[config.mk]
export PLATFORM = sky130hd
export DESIGN_NAME = bht_predictor_flat
export DESIGN_NICKNAME = d
export VERILOG_FILES = /design/src/rtl/bht_predictor_pkg.sv /design/src/rtl/bht_predictor_if.sv /design/src/rtl/bp_sat_cnt.sv /design/src/rtl/bht_predictor.sv /design/src/flat_wrapper.sv
export SDC_FILE = /design/constraint.sdc
export NUM_CORES = 1
export LEC_CHECK = 0
export CORE_MARGIN = 2
export CORE_UTILIZATION = 39
export DETAILED_ROUTE_END_ITERATION = 16
export PLACE_DENSITY = 0.61
export REMOVE_ABC_BUFFERS = 1
export SYNTH_ARGS = -nofsm -noshare
export SYNTH_HDL_FRONTEND = slang
export SYNTH_HIERARCHICAL = 1
export SYNTH_SLANG_ARGS = --single-unit
export TNS_END_PERCENT = 1
[constraint.sdc]
create_clock -name clk -period 2.8 [get_ports clk]
set_input_delay 0.56 -clock clk [delete_from_list [all_inputs] [get_ports clk]]
set_output_delay 0.56 -clock clk [all_outputs]
set_load 0.03 [all_outputs]
[src/rtl/bht_predictor_pkg.sv]
// Shared constants and helpers for the branch history table predictor.
// Holds mode selectors, 2-bit counter state names and counter reset value.
package bp_pkg;

  localparam int unsigned MODE_BIMODAL = 0;
  localparam int unsigned MODE_GSHARE  = 1;

  localparam int unsigned PC_W = 32;

  // Named states of the classic 2-bit counter.
  typedef enum logic [1:0] {
    STRONG_NT = 2'd0,
    WEAK_NT   = 2'd1,
    WEAK_T    = 2'd2,
    STRONG_T  = 2'd3
  } cnt2_e;

  // Weakly-not-taken value for a counter of the given width.
  function automatic int unsigned cnt_init(input int unsigned cnt_w);
    return (32'd1 << (cnt_w - 32'd1)) - 32'd1;
  endfunction

endpackage

[src/rtl/bht_predictor_if.sv]
// Fetch-side predict and execute-side update signals of the predictor.
// master = pipeline side, slave = predictor.
interface bht_predictor_if #(
  parameter int unsigned CNT_W  = 2,
  parameter int unsigned GHR_W  = 6,
  parameter int unsigned STAT_W = 16
) ();
  import bp_pkg::*;

  logic              pred_req;
  logic [PC_W-1:0]   pred_pc;
  logic              pred_vld;
  logic              pred_taken;
  logic [CNT_W-1:0]  pred_cnt;

  logic              upd_vld;
  logic [PC_W-1:0]   upd_pc;
  logic              upd_taken;
  logic              upd_pred;

  logic [GHR_W-1:0]  ghr;
  logic [STAT_W-1:0] mispred_cnt;

  modport master (
    output pred_req, pred_pc, upd_vld, upd_pc, upd_taken, upd_pred,
    input  pred_vld, pred_taken, pred_cnt, ghr, mispred_cnt
  );

  modport slave (
    input  pred_req, pred_pc, upd_vld, upd_pc, upd_taken, upd_pred,
    output pred_vld, pred_taken, pred_cnt, ghr, mispred_cnt
  );

endinterface

[src/rtl/bp_sat_cnt.sv]
// Combinational next value of a CNT_W-bit saturating up/down counter.
module bp_sat_cnt #(
  parameter int unsigned CNT_W = 2
) (
  input  logic [CNT_W-1:0] cur,
  input  logic             taken,
  output logic [CNT_W-1:0] nxt
);

  always_comb begin
    nxt = cur;
    if (taken) begin
      if (cur != {CNT_W{1'b1}}) nxt = cur + CNT_W'(1);
    end else if (cur != '0) begin
      nxt = cur - CNT_W'(1);
    end
  end

endmodule

[src/rtl/bht_predictor.sv]
// Bimodal / gshare branch history table with write-first bypass,
// global history register and saturating mispredict statistics.
module bht_predictor
  import bp_pkg::*;
#(
  parameter int unsigned INDEX_W = 6,
  parameter int unsigned CNT_W   = 2,
  parameter int unsigned GHR_W   = 6,
  parameter int unsigned MODE    = MODE_BIMODAL,
  parameter int unsigned STAT_W  = 16
) (
  input logic            clk,
  input logic            rst,
  bht_predictor_if.slave bus
);

  localparam int unsigned    TAB_N   = 32'd1 << INDEX_W;
  localparam logic [CNT_W-1:0] CNT_RST = CNT_W'(cnt_init(CNT_W));

  if (CNT_W < 2 || GHR_W < 1 || GHR_W > INDEX_W || INDEX_W > 29 || MODE > 1)
  begin : g_bad_param
    $error("bht_predictor: illegal parameter combination");
  end

  logic [CNT_W-1:0]   r_tab [TAB_N];
  logic [GHR_W-1:0]   r_ghr;
  logic [STAT_W-1:0]  r_mis;
  logic               r_pred_vld;
  logic               r_pred_taken;
  logic [CNT_W-1:0]   r_pred_cnt;

  logic [INDEX_W-1:0] w_hash;
  logic [INDEX_W-1:0] w_pred_idx;
  logic [INDEX_W-1:0] w_upd_idx;
  logic [CNT_W-1:0]   w_upd_cur;
  logic [CNT_W-1:0]   w_upd_nxt;
  logic [CNT_W-1:0]   w_pred_cur;
  logic [GHR_W-1:0]   w_ghr_nxt;
  logic               w_bypass;
  logic               w_mispred;
  logic               w_unused_pc;

  // History is folded into the index only in gshare mode; both paths see the pre-update ghr.
  assign w_hash     = (MODE == MODE_GSHARE) ? INDEX_W'(r_ghr) : '0;
  assign w_pred_idx = bus.pred_pc[INDEX_W+1:2] ^ w_hash;
  assign w_upd_idx  = bus.upd_pc[INDEX_W+1:2] ^ w_hash;

  assign w_unused_pc = ^{bus.pred_pc[PC_W-1:INDEX_W+2], bus.pred_pc[1:0],
                         bus.upd_pc[PC_W-1:INDEX_W+2], bus.upd_pc[1:0]};

  assign w_upd_cur = r_tab[w_upd_idx];

  bp_sat_cnt #(
    .CNT_W (CNT_W)
  ) u_sat_cnt (
    .cur   (w_upd_cur),
    .taken (bus.upd_taken),
    .nxt   (w_upd_nxt)
  );

  // Write-first: a same-cycle update to the predicted entry is forwarded.
  assign w_bypass   = bus.pred_req && bus.upd_vld && (w_pred_idx == w_upd_idx);
  assign w_pred_cur = w_bypass ? w_upd_nxt : r_tab[w_pred_idx];

  // Truncating {ghr, taken} to GHR_W drops the oldest outcome; also valid for GHR_W = 1.
  assign w_ghr_nxt = GHR_W'({r_ghr, bus.upd_taken});
  assign w_mispred = bus.upd_vld && (bus.upd_pred != bus.upd_taken);

  always_ff @(posedge clk or negedge rst) begin
    if (!rst) begin
      for (int i = 0; i < int'(TAB_N); i++) r_tab[i] <= CNT_RST;
    end else if (bus.upd_vld) begin
      r_tab[w_upd_idx] <= w_upd_nxt;
    end
  end

  always_ff @(posedge clk or negedge rst) begin
    if (!rst) begin
      r_ghr <= '0;
      r_mis <= '0;
    end else begin
      if (bus.upd_vld) r_ghr <= w_ghr_nxt;
      if (w_mispred && (r_mis != {STAT_W{1'b1}})) r_mis <= r_mis + STAT_W'(1);
    end
  end

  // Prediction outputs hold their last value when no request is made.
  always_ff @(posedge clk or negedge rst) begin
    if (!rst) begin
      r_pred_vld   <= 1'b0;
      r_pred_taken <= 1'b0;
      r_pred_cnt   <= '0;
    end else begin
      r_pred_vld <= bus.pred_req;
      if (bus.pred_req) begin
        r_pred_cnt   <= w_pred_cur;
        r_pred_taken <= w_pred_cur[CNT_W-1];
      end
    end
  end

  assign bus.pred_vld    = r_pred_vld;
  assign bus.pred_taken  = r_pred_taken;
  assign bus.pred_cnt    = r_pred_cnt;
  assign bus.ghr         = r_ghr;
  assign bus.mispred_cnt = r_mis;

endmodule
[src/flat_wrapper.sv]
// flat-port wrapper written by rule: the top's interface ports become plain ports
module bht_predictor_flat import bp_pkg::*;
#(
  parameter int unsigned INDEX_W = 6,
  parameter int unsigned CNT_W   = 2,
  parameter int unsigned GHR_W   = 6,
  parameter int unsigned MODE    = MODE_BIMODAL,
  parameter int unsigned STAT_W  = 16
)
  (clk, rst, bus_pred_req, bus_pred_pc, bus_upd_vld, bus_upd_pc, bus_upd_taken, bus_upd_pred, bus_pred_vld, bus_pred_taken, bus_pred_cnt, bus_ghr, bus_mispred_cnt);
  bht_predictor_if #(.CNT_W(CNT_W), .GHR_W(GHR_W), .STAT_W(STAT_W)) bus_i ();
  input logic clk;
  input logic rst;
  input wire logic [$bits(bus_i.pred_req)-1:0] bus_pred_req;
  input wire logic [$bits(bus_i.pred_pc)-1:0] bus_pred_pc;
  input wire logic [$bits(bus_i.upd_vld)-1:0] bus_upd_vld;
  input wire logic [$bits(bus_i.upd_pc)-1:0] bus_upd_pc;
  input wire logic [$bits(bus_i.upd_taken)-1:0] bus_upd_taken;
  input wire logic [$bits(bus_i.upd_pred)-1:0] bus_upd_pred;
  output wire logic [$bits(bus_i.pred_vld)-1:0] bus_pred_vld;
  output wire logic [$bits(bus_i.pred_taken)-1:0] bus_pred_taken;
  output wire logic [$bits(bus_i.pred_cnt)-1:0] bus_pred_cnt;
  output wire logic [$bits(bus_i.ghr)-1:0] bus_ghr;
  output wire logic [$bits(bus_i.mispred_cnt)-1:0] bus_mispred_cnt;
  assign bus_i.pred_req = bus_pred_req;
  assign bus_i.pred_pc = bus_pred_pc;
  assign bus_i.upd_vld = bus_upd_vld;
  assign bus_i.upd_pc = bus_upd_pc;
  assign bus_i.upd_taken = bus_upd_taken;
  assign bus_i.upd_pred = bus_upd_pred;
  assign bus_pred_vld = bus_i.pred_vld;
  assign bus_pred_taken = bus_i.pred_taken;
  assign bus_pred_cnt = bus_i.pred_cnt;
  assign bus_ghr = bus_i.ghr;
  assign bus_mispred_cnt = bus_i.mispred_cnt;
  bht_predictor #(.INDEX_W(INDEX_W), .CNT_W(CNT_W), .GHR_W(GHR_W), .MODE(MODE), .STAT_W(STAT_W)) u_core (.clk(clk), .rst(rst), .bus(bus_i));
endmodule
==> impl_metrics.ini, run 1 <==
[floorplanning]
fp.dieW_um = 153
initial_core_util = 0.396
coreArea_um2 = 21800
pin_count = 96
num_rows = 54
die_area_um2 = 23300
die_h_um = 153

[final_layout]
n_antenna_cell = 0
area_delta_synth_final_pct = 34.7
nNetsFinal = 921
post-route-util = 0.533
drive_above_1_share = 0.526
finalNonFillerCells = 1143

[synth]
synth.most_common_cell = mux2_2
synth_commonest_cells = mux2_2 (111), dfrtp_1 (89), dfstp_2 (64)
synth-async-reset-ratio = 1.00
yosysSeqAreaShare = 0.454
yosysTopAreaCell = dfrtp_1
synth_edf_count = 0
avgSynthCellArea_um2 = 12.5
yosys_warnings = 6
synth_top_area_frac = 0.258
synth_area_um2 = 8620
ys_types = 60
synthTopCellsByArea = dfrtp_1 (26%), dfstp_2 (20%), mux2_2 (15%), mux4_2 (13%), mux2i_1 (3.1%)
synth-seq-cells = 153
synth_cells = 689
ys.flop_type = dfrtp_1

[worst_setup_path]
worstPathRequired_ns = 3.11
critPathMostFrequentCell = buf_12
rr_startpoint = u_core/r_tab[46]$_DFFE_PN1P_
r2r-end = u_core/r_tab[63]$_DFFE_PN0P_
crit_arrival_ns = 3.28
end_kind = flip-flop
crit_fanout = 10
r2r_slack_ns = -0.11
rr_worst_depth = 9
cp-start-kind = input port
endpoint = u_core/r_tab[63]$_DFFE_PN0P_
setup.worst_path.start = bus_upd_pc[2]
crit_type = in2reg
path_cells = buf_12, buf_12, mux2_4, a221o_1, a22oi_2, o22ai_1, or4_4, maj3_4, buf_12, buf_16, mux2_4
crit_slowest_cell = or4_4
worst_path_largest_cell_delay_ns = 0.49

[clocking]
clockBufferDepth = 2
clock_latency_ns = 0.44
ctsHoldBuffers = 0
cts_tree = built
clock_sinks = 153
cts_made_buffers = 17
htreeDepth = 4
root_buffer = clkbuf_16
cts.clk_slew.worst_paths_ns = 0.06

[placement]
io_buffers = 43
pre_cts_slack_ns = -1.01
finalWeightedCongestion = 0.978
numPlacedInstances = 1092
hpwlAfterDp_um = 18600

[drt]
drtAntennaViolNets = 0
avgRoutedWirePerCell_um = 23.4
viasPerCell = 5.91
vias = 6758
dr.pass1.iters = 5
totalWireLength_um = 26800
drc = 0
drtIter0Drc = 553

[run]
drv_cap = 0

[sta]
setup_tns_ns = -9.66
period_share = 1.06
maxSlewHeadroom = 0.523
finalCriticalPeriod_ns = 2.97
hold_viol = 0
finClkSkew_ns = 0.0172
tightest_slew_ns = 0.716
rsz0062_at_grt = yes
fmax_mhz = 337
slew_viol_final = 0
setup_ws_ns = -0.167
setup_viol = 81

[global_routing]
antenna_found_initial = 0
track_usage = 0.236
grt_pass1_wl_um = 42200
grt_max_degree = 76
grt_pass1_vias = 7164
grt_overflow = 0

[pwr]
p_leak_uw = 0.00497
ir_drop_mv = 0.543
powerDensity_nw_per_um2 = 602

[status]
outcome = finished, violations left
violations = setup timing

[hold_path]
holdCritPathClass = in2async
stage by stage:
stage | total power [uW] | area [um2] | hold WS [ns]
5_1_grt | 7260 | 11600 | 0.206
3_5_place_dp | 4220 | 10300 | 0.479
3_3_place_gp | 4180 | 10300 | 0.472
2_1_floorplan | 3490 | 8330 | 0.264
4_1_cts | 7000 | 11600 | 0.177
6_report | 6980 | 11600 | 0.165
worst min path at each step:
stage / endpoint / slack (ns)
floorplan: u_core/bus.ghr[0]$_DFFE_PN0P_ / 0.26
global placement: u_core/r_tab[76]$_DFFE_PN1P_ / 0.47
detailed placement: u_core/r_tab[108]$_DFFE_PN1P_ / 0.48
CTS: u_core/r_tab[29]$_DFFE_PN0P_ / 0.18
global route: u_core/r_tab[31]$_DFFE_PN0P_ / 0.21
finish: u_core/r_tab[77]$_DFFE_PN0P_ / 0.16
flip-flops by register name, summed over array words and instances, names as in the netlist:
name,flops
u_core/bus.pred_cnt,2
u_core/r_tab,128
u_core/bus.mispred_cnt,16
u_core/bus.ghr,6
u_core/bus.pred_vld,1
kinds of logic (layout without fill, tap and decap cells):
| group | after synthesis | in the layout | share of synthesized area |
|---|---|---|---|
| mux | 199 | 199 | 0.322 |
| simple gates | 172 | 172 | 0.0968 |
| flops | 153 | 153 | 0.454 |
| compound gates | 76 | 76 | 0.0630 |
| buf+inv | 64 | 238 | 0.0383 |
| xor+xnor | 22 | 22 | 0.0224 |
| fa+ha+maj | 3 | 3 | 0.00406 |
repair_timing:
action	CTS	global route
buffers inserted	13	0
endpoints found under the setup margin	130	126
resized for setup	90	18
pin swaps	15	5
cloned	6	0
critical path: cells and delay by family:
family	cells	cell delay (ns)
and+or+nand+nor	1	0.49
adders and majority gates	1	0.39
AOI/OAI and AO/OA	3	0.69
muxes	2	0.55
buffers and inverters	4	0.58
layer usage:
layer | up-vias | track usage | part of all wire
met5 | - | 0 | 0
met4 | 0 | 0.123 | 0.048
met3 | 92 | 0.0651 | 0.078
met2 | 326 | 0.359 | 0.46
met1 | 3442 | 0.310 | 0.42
li1 | 2898 | - | -
cell usage in the layout (no fill, tap or decap), types with 7 or more instances in the layout:
| cell type | count |
|---|---|
| buf_4 | 115 |
| dfstp_2 | 64 |
| a221o_1 | 9 |
| nor2_1 | 41 |
| nand2_1 | 63 |
| clkbuf_16 | 17 |
| xnor2_1 | 18 |
| nand4_1 | 7 |
| nand3_1 | 13 |
| o21ai_0 | 18 |
| and3_1 | 9 |
| clkdlybuf4s50_1 | 37 |
| buf_6 | 9 |
| inv_1 | 9 |
| dfrtp_1 | 89 |
| mux2i_1 | 22 |
| mux4_2 | 49 |
| mux2_4 | 37 |
| buf_12 | 23 |
| mux2_2 | 84 |
final cells by class:
type	count	area, um2
Sequential cell	153	3910
Inverter	11	41.3
Multi-Input combinational cell	472	4630
Clock buffer	19	443
Timing Repair Buffer	195	2010
Clock inverter	13	218
Tap cell	280	350
Fill cell	1820	10100
where the power goes:
group	internal [uW]	switching, uW	total, uW	leakage [uW]
clock network	1620	963	2580	0.000314
registers	2570	239	2810	0.00187
logic	846	747	1590	0.00279
total	5030	1950	6980	0.00497
Note: power is estimated with default switching activity, not from simulation.
==> inputs of run 2 (changes only) <==
--- a/config.mk
+++ b/config.mk
@@ -5,10 +5,12 @@
 export SDC_FILE = /design/constraint.sdc
 export NUM_CORES = 1
 export LEC_CHECK = 0
+export CORE_ASPECT_RATIO = 1.25
 export CORE_MARGIN = 2
 export CORE_UTILIZATION = 39
 export DETAILED_ROUTE_END_ITERATION = 16
-export PLACE_DENSITY = 0.61
+export HOLD_SLACK_MARGIN = 0.1
+export PLACE_DENSITY = 0.71
 export REMOVE_ABC_BUFFERS = 1
 export SYNTH_ARGS = -nofsm -noshare
 export SYNTH_HDL_FRONTEND = slang
==> run 2 against run 1 <==
Compared with the run above:
- sequential power about the same
- critical path depth unchanged
- critical path type unchanged
- routed wire length down 2.3%
- the flow still finishes with violations (setup timing)
- highest routed layer unchanged
- largest cell class unchanged
- count of clock-buffer cells in the layout down 1
- global-route usage down 1.4 points
- worst setup slack worse by 0.053 ns
- via count up 0.68%
==> impl_metrics.ini, run 2 (synthesized netlist as in run 1, its figures left out) <==
[sta]
setup_tns_ns = -15.11
finalCriticalPeriod_ns = 3.02
rsz0062_at_grt = yes
setup_viol = 97
slew_viol_final = 0
tightest_slew_ns = 1.02
finClkSkew_ns = 0.0125
hold_viol = 0
maxSlewHeadroom = 0.301
fmax_mhz = 331
setup_ws_ns = -0.220
timing.hold.ws_ns = 0.120
period_share = 1.08

[final_layout]
drive_above_1_share = 0.508
regArea_um2 = 3910
final_common_cell = buf_4
fillers = 1797
n_antenna_cell = 0
largest-register = u_core/r_tab
final_cell_mix = buf_4 (104), mux2_2 (101), dfrtp_1 (89)
nNetsFinal = 904
final_area_um2 = 11400
multiInputGateArea_um2 = 4560
largest_register_ffs = 128
area_delta_synth_final_pct = 32.0

[clocking]
cts.clk_slew.worst_paths_ns = 0.06
htreeDepth = 4
cts_made_buffers = 17
root_buffer = clkbuf_16
cts_tree = built
clock_latency_ns = 0.43
clock_sinks = 153
clockBufferDepth = 2

[status]
outcome = finished, violations left
violations = setup timing

[drt]
drc = 0
vias = 6804
viasPerCell = 6.05
drtAntennaViolNets = 0
avgRoutedWirePerCell_um = 23.2
drtIter0Drc = 715
totalWireLength_um = 26200
dr.pass1.iters = 5

[worst_setup_path]
crit_fanout = 7
crit_type = in2reg
r2r-end = u_core/r_tab[75]$_DFFE_PN0P_
crit_arrival_ns = 3.33
rr_worst_depth = 9
end_kind = flip-flop
rr_startpoint = u_core/r_tab[105]$_DFFE_PN0P_
r2r_slack_ns = -0.14
worstPathRequired_ns = 3.11
cp-start-kind = input port

[pwr]
total_power_uw = 7010
ir_drop_mv = 0.513
p_leak_uw = 0.00487
powerDensity_nw_per_um2 = 617

[floorplanning]
pin_count = 96
initial_core_util = 0.399
die_area_um2 = 23300
die_h_um = 170
num_rows = 60
fp.dieW_um = 137
coreArea_um2 = 21600

[placement]
hpwlAfterDp_um = 17700
pre_cts_slack_ns = -0.839
place_area_um2 = 10200
io_buffers = 43
finalWeightedCongestion = 0.972

[global_routing]
grt_overflow = 0
grt_pass1_vias = 6830
antenna_found_initial = 0
track_usage = 0.223
grt_pass1_wl_um = 39000
grt_max_degree = 66

[run]
drv_cap = 0

[hold_path]
holdCritPathClass = in2async
==> run 2: changes by cell type in the layout (fill, tap and decap cells not counted), moves of 2 or more <==
cell       delta
buf_16        -5
mux2_4       -23
o22ai_2       -2
mux2_2       +17
clkbuf_16     +6
o21ai_1       +3
mux2_1        +6
mux2i_4       -2
buf_6         -4
o21ai_2       +3
o21ai_0       -6
buf_4        -11
buf_12        -2
==> run 2: power by group <==
group	leakage [uW]	internal [uW]	switching (uW)	total, uW
Sequential	0.00187	2570	238	2810
Clock	0.000325	1680	976	2660
Combinational	0.00268	805	741	1550
Total	0.00487	5060	1960	7010
==> run 2: metrics by stage <==
stage,util,instances
after CTS,0.509,1113
after floorplan,-,636
after global routing,0.526,1125
final,0.526,1125
after detailed placement,0.473,1080
after global placement,0.473,1080
==> run 2: worst max-delay path, cell delays in order <==
cell       delay [ns]
buf_12           0.12
buf_12           0.14
clkbuf_16        0.15
and2_4           0.18
a221o_1          0.37
a22oi_2          0.21
o22ai_2          0.11
or4_4            0.50
maj3_4           0.48
buf_12           0.19
mux2_1           0.29
==> run 2: worst max-delay path by stage <==
stage / from / endpoint / slack, ns
finish: bus_upd_pc[2] / u_core/r_tab[75]$_DFFE_PN0P_ / -0.22
global route: bus_upd_pc[2] / u_core/r_tab[39]$_DFFE_PN0P_ / -0.23
CTS: bus_upd_pc[2] / u_core/r_tab[27]$_DFFE_PN0P_ / -0.12
detailed placement: bus_upd_pc[4] / u_core/r_tab[114]$_DFFE_PN1P_ / -0.84
global placement: bus_upd_pc[4] / u_core/r_tab[46]$_DFFE_PN1P_ / -0.79
floorplan: bus_upd_pc[3] / u_core/bus.pred_cnt[0]$_DFFE_PN0P_ / -0.47
==> run 2: area by class of cell <==
class,instances,share of cell area
timing repair buffer,178,0.162
inverter,11,0.00363
tap,279,0.0307
clock inverter,14,0.0216
clock buffer,18,0.0377
sequential,153,0.344
multi-input combinational,472,0.401
==> run 2: what timing repair did <==
| item | 4_1_cts | 5_1_grt |
|---|---|---|
| buffers inserted | 0 | 6 |
| hold buffers | 0 | 0 |
| cloned | 1 | 6 |
| pin swaps | 4 | 9 |
| endpoints found under the hold margin | 0 | 0 |
| setup endpoints to repair | 130 | 130 |
| gates resized for setup | 33 | 43 |
==> run 2: routing by layer <==
| metal | track usage | share of wire | up-vias |
|---|---|---|---|
| met2 | 0.358 | 0.49 | 428 |
| met1 | 0.285 | 0.38 | 3414 |
| met5 | 0 | 0 | - |
| met3 | 0.0489 | 0.082 | 97 |
| li1 | - | - | 2865 |
| met4 | 0.106 | 0.045 | 0 |
==> inputs of run 3 (changes only) <==
--- a/config.mk
+++ b/config.mk
@@ -10,8 +10,6 @@
 export CORE_UTILIZATION = 39
 export DETAILED_ROUTE_END_ITERATION = 16
 export HOLD_SLACK_MARGIN = 0.1
-export PLACE_DENSITY = 0.71
-export REMOVE_ABC_BUFFERS = 1
 export SYNTH_ARGS = -nofsm -noshare
 export SYNTH_HDL_FRONTEND = slang
 export SYNTH_HIERARCHICAL = 1
==> run 3 against run 2 <==
Compared with the run above:
- the run still ends with setup timing left
- sequential power hardly changed
- global-route usage is 0.51 points higher
- clock power is 15% lower
- power is 5.9% lower
- critical path depth is 2 higher
- utilization is 1.1 points lower
- largest cell class unchanged
- register-to-register slack better by 0.09 ns
- highest routed layer unchanged
- critical path type unchanged
- hold slack better by 0.35 ns
==> impl_metrics.ini, run 3 (synthesized netlist as in run 1, its figures left out) <==
[worst_setup_path]
end_kind = flip-flop
crit_slowest_cell = maj3_4
path_cells = buf_12, buf_12, buf_12, buf_4, and2_4, buf_4, a22o_1, a22oi_2, o22ai_2, or4_4, maj3_4, clkbuf_16, mux2_4
critPathBufInv = 6
worstPathRequired_ns = 3.10
rr_startpoint = u_core/r_tab[22]$_DFFE_PN1P_
worst_path_largest_cell_delay_ns = 0.46
crit_arrival_ns = 3.28
critPathMostFrequentCell = buf_12
crit_fanout = 8
cp-start-kind = input port
cp_top_family = buffers and inverters
crit_type = in2reg
setup.worst_path.start = bus_upd_pc[2]

[placement]
io_buffers = 43
numPlacedInstances = 1063
finalWeightedCongestion = 0.964
hpwlAfterDp_um = 18500
pre_cts_slack_ns = -0.853

[final_layout]
largest_register_ffs = 128
largest-register = u_core/r_tab
n_antenna_cell = 0
area_delta_synth_final_pct = 29.2
final_cell_mix = buf_4 (101), mux2_2 (96), dfrtp_1 (89)
final_common_cell = buf_4
nNetsFinal = 900
drive_above_1_share = 0.498
finalNonFillerCells = 1121

[floorplanning]
die_h_um = 170
coreArea_um2 = 21600
pin_count = 96
initial_core_util = 0.399
num_rows = 60
fp.dieW_um = 137
die_area_um2 = 23300

[drt]
drc = 0
viasPerCell = 5.97
dr.pass1.iters = 5
vias = 6697
avgRoutedWirePerCell_um = 24.1
totalWireLength_um = 27000
drtAntennaViolNets = 0
drtIter0Drc = 647

[global_routing]
grt_overflow = 0
antenna_found_initial = 1
grt_max_degree = 75
grt_pass1_vias = 6902
grt_pass1_wl_um = 39800
track_usage = 0.228

[sta]
fmax_mhz = 336
period_share = 1.06
hold_viol = 0
finClkSkew_ns = 0.0145
maxSlewHeadroom = 0.670
finalCriticalPeriod_ns = 2.98
setup_viol = 91
rsz0062_at_grt = yes
tightest_slew_ns = 0.495
setup_ws_ns = -0.177
slew_viol_final = 0

[hold_path]
holdCritPathClass = reg2reg
min-delay-start = u_core/r_tab[38]$_DFFE_PN1P_

[pwr]
p_leak_uw = 0.00478
powerDensity_nw_per_um2 = 592
ir_drop_mv = 0.613

[clocking]
cts_tree = built
cts.clk_slew.worst_paths_ns = 0.06
clockBufferDepth = 2
htreeDepth = 4
root_buffer = clkbuf_16
clock_latency_ns = 0.43
cts_made_buffers = 17
clock_sinks = 153

[run]
drv_cap = 0

[synth]
syn_nets = 760

[status]
outcome = finished, violations left
violations = setup timing
[run 3: changes by cell type in the layout (fill, tap and decap cells not counted), sizes merged, moves of 2 or more]
cell | previous run | this run
clkbuf | 24 | 27
clkinv | 5 | 7
buf | 134 | 127
bufinv | 6 | 2
[run 3: layout make-up]
class | instances | area [um2]
clock buffers | 20 | 447
clock inverters | 12 | 126
fillers | 1845 | 10500
inverters | 11 | 41.3
multi-input cells | 473 | 4540
flip-flops and latches | 153 | 3910
well taps | 279 | 349
repair buffers | 173 | 1730
[run 3: layer usage]
metal,share of wire,vias up,wire [um],GRT usage
li1,-,2858,-,-
met1,0.40,3437,10800,0.287
met2,0.50,331,13400,0.373
met3,0.067,71,1810,0.0444
met4,0.038,0,1010,0.113
met5,0,-,0,0
[run 3: timing repair]
item / CTS / global route
buffers inserted: 0 / 16
gates resized for setup: 27 / 43
pin swaps: 1 / 11
gates cloned: 0 / 9
setup endpoints to repair: 130 / 130
endpoints found under the hold margin: 27 / 0
hold buffers: 1 / 0
[run 3: path summary, 6_finish.rpt]
kind                                                     end  slack, ns  depth (start not counted)
max in group asynchronous       u_core/r_tab[82]$_DFFE_PN1P_       1.33                          3
worst min register to register  u_core/r_tab[38]$_DFFE_PN1P_       0.48                          2
worst max-delay path            u_core/r_tab[17]$_DFFE_PN0P_      -0.18                         13
min in group asynchronous       u_core/r_tab[59]$_DFFE_PN0P_       0.64                          2
worst max register to register  u_core/r_tab[17]$_DFFE_PN0P_      -0.05                          8
worst min-delay path            u_core/r_tab[38]$_DFFE_PN1P_       0.48                          2
[run 3: worst min-delay path, delay by kind of cell, from the launching register on]
family,cells,cell delay (ns)
DFF,1,0.38
AOI/OAI and AO/OA,1,0.05
and+or+nand+nor,1,0.05
[run 3: power by group]
group          switching (uW)  internal, uW  leakage [uW]
sequential                248          2570       0.00187
combinational             742           776       0.00263
clock                     926          1330      0.000280
total                    1920          4680       0.00478
[run 3: per-stage QoR]
stage / area, um2 / utilization / TNS, ns / hold WS [ns] / total power [uW]
6_report: 11100 / 0.515 / -10.36 / 0.475 / 6600
5_1_grt: 11100 / 0.515 / -13.11 / 0.494 / 6870
4_1_cts: 10700 / 0.493 / -26.69 / 0.474 / 6500
3_5_place_dp: 10000 / 0.464 / -101.00 / 0.481 / 4190
3_3_place_gp: 10000 / 0.464 / -96.83 / 0.475 / 4160
2_1_floorplan: 8660 / - / -23.03 / 0.264 / 3590
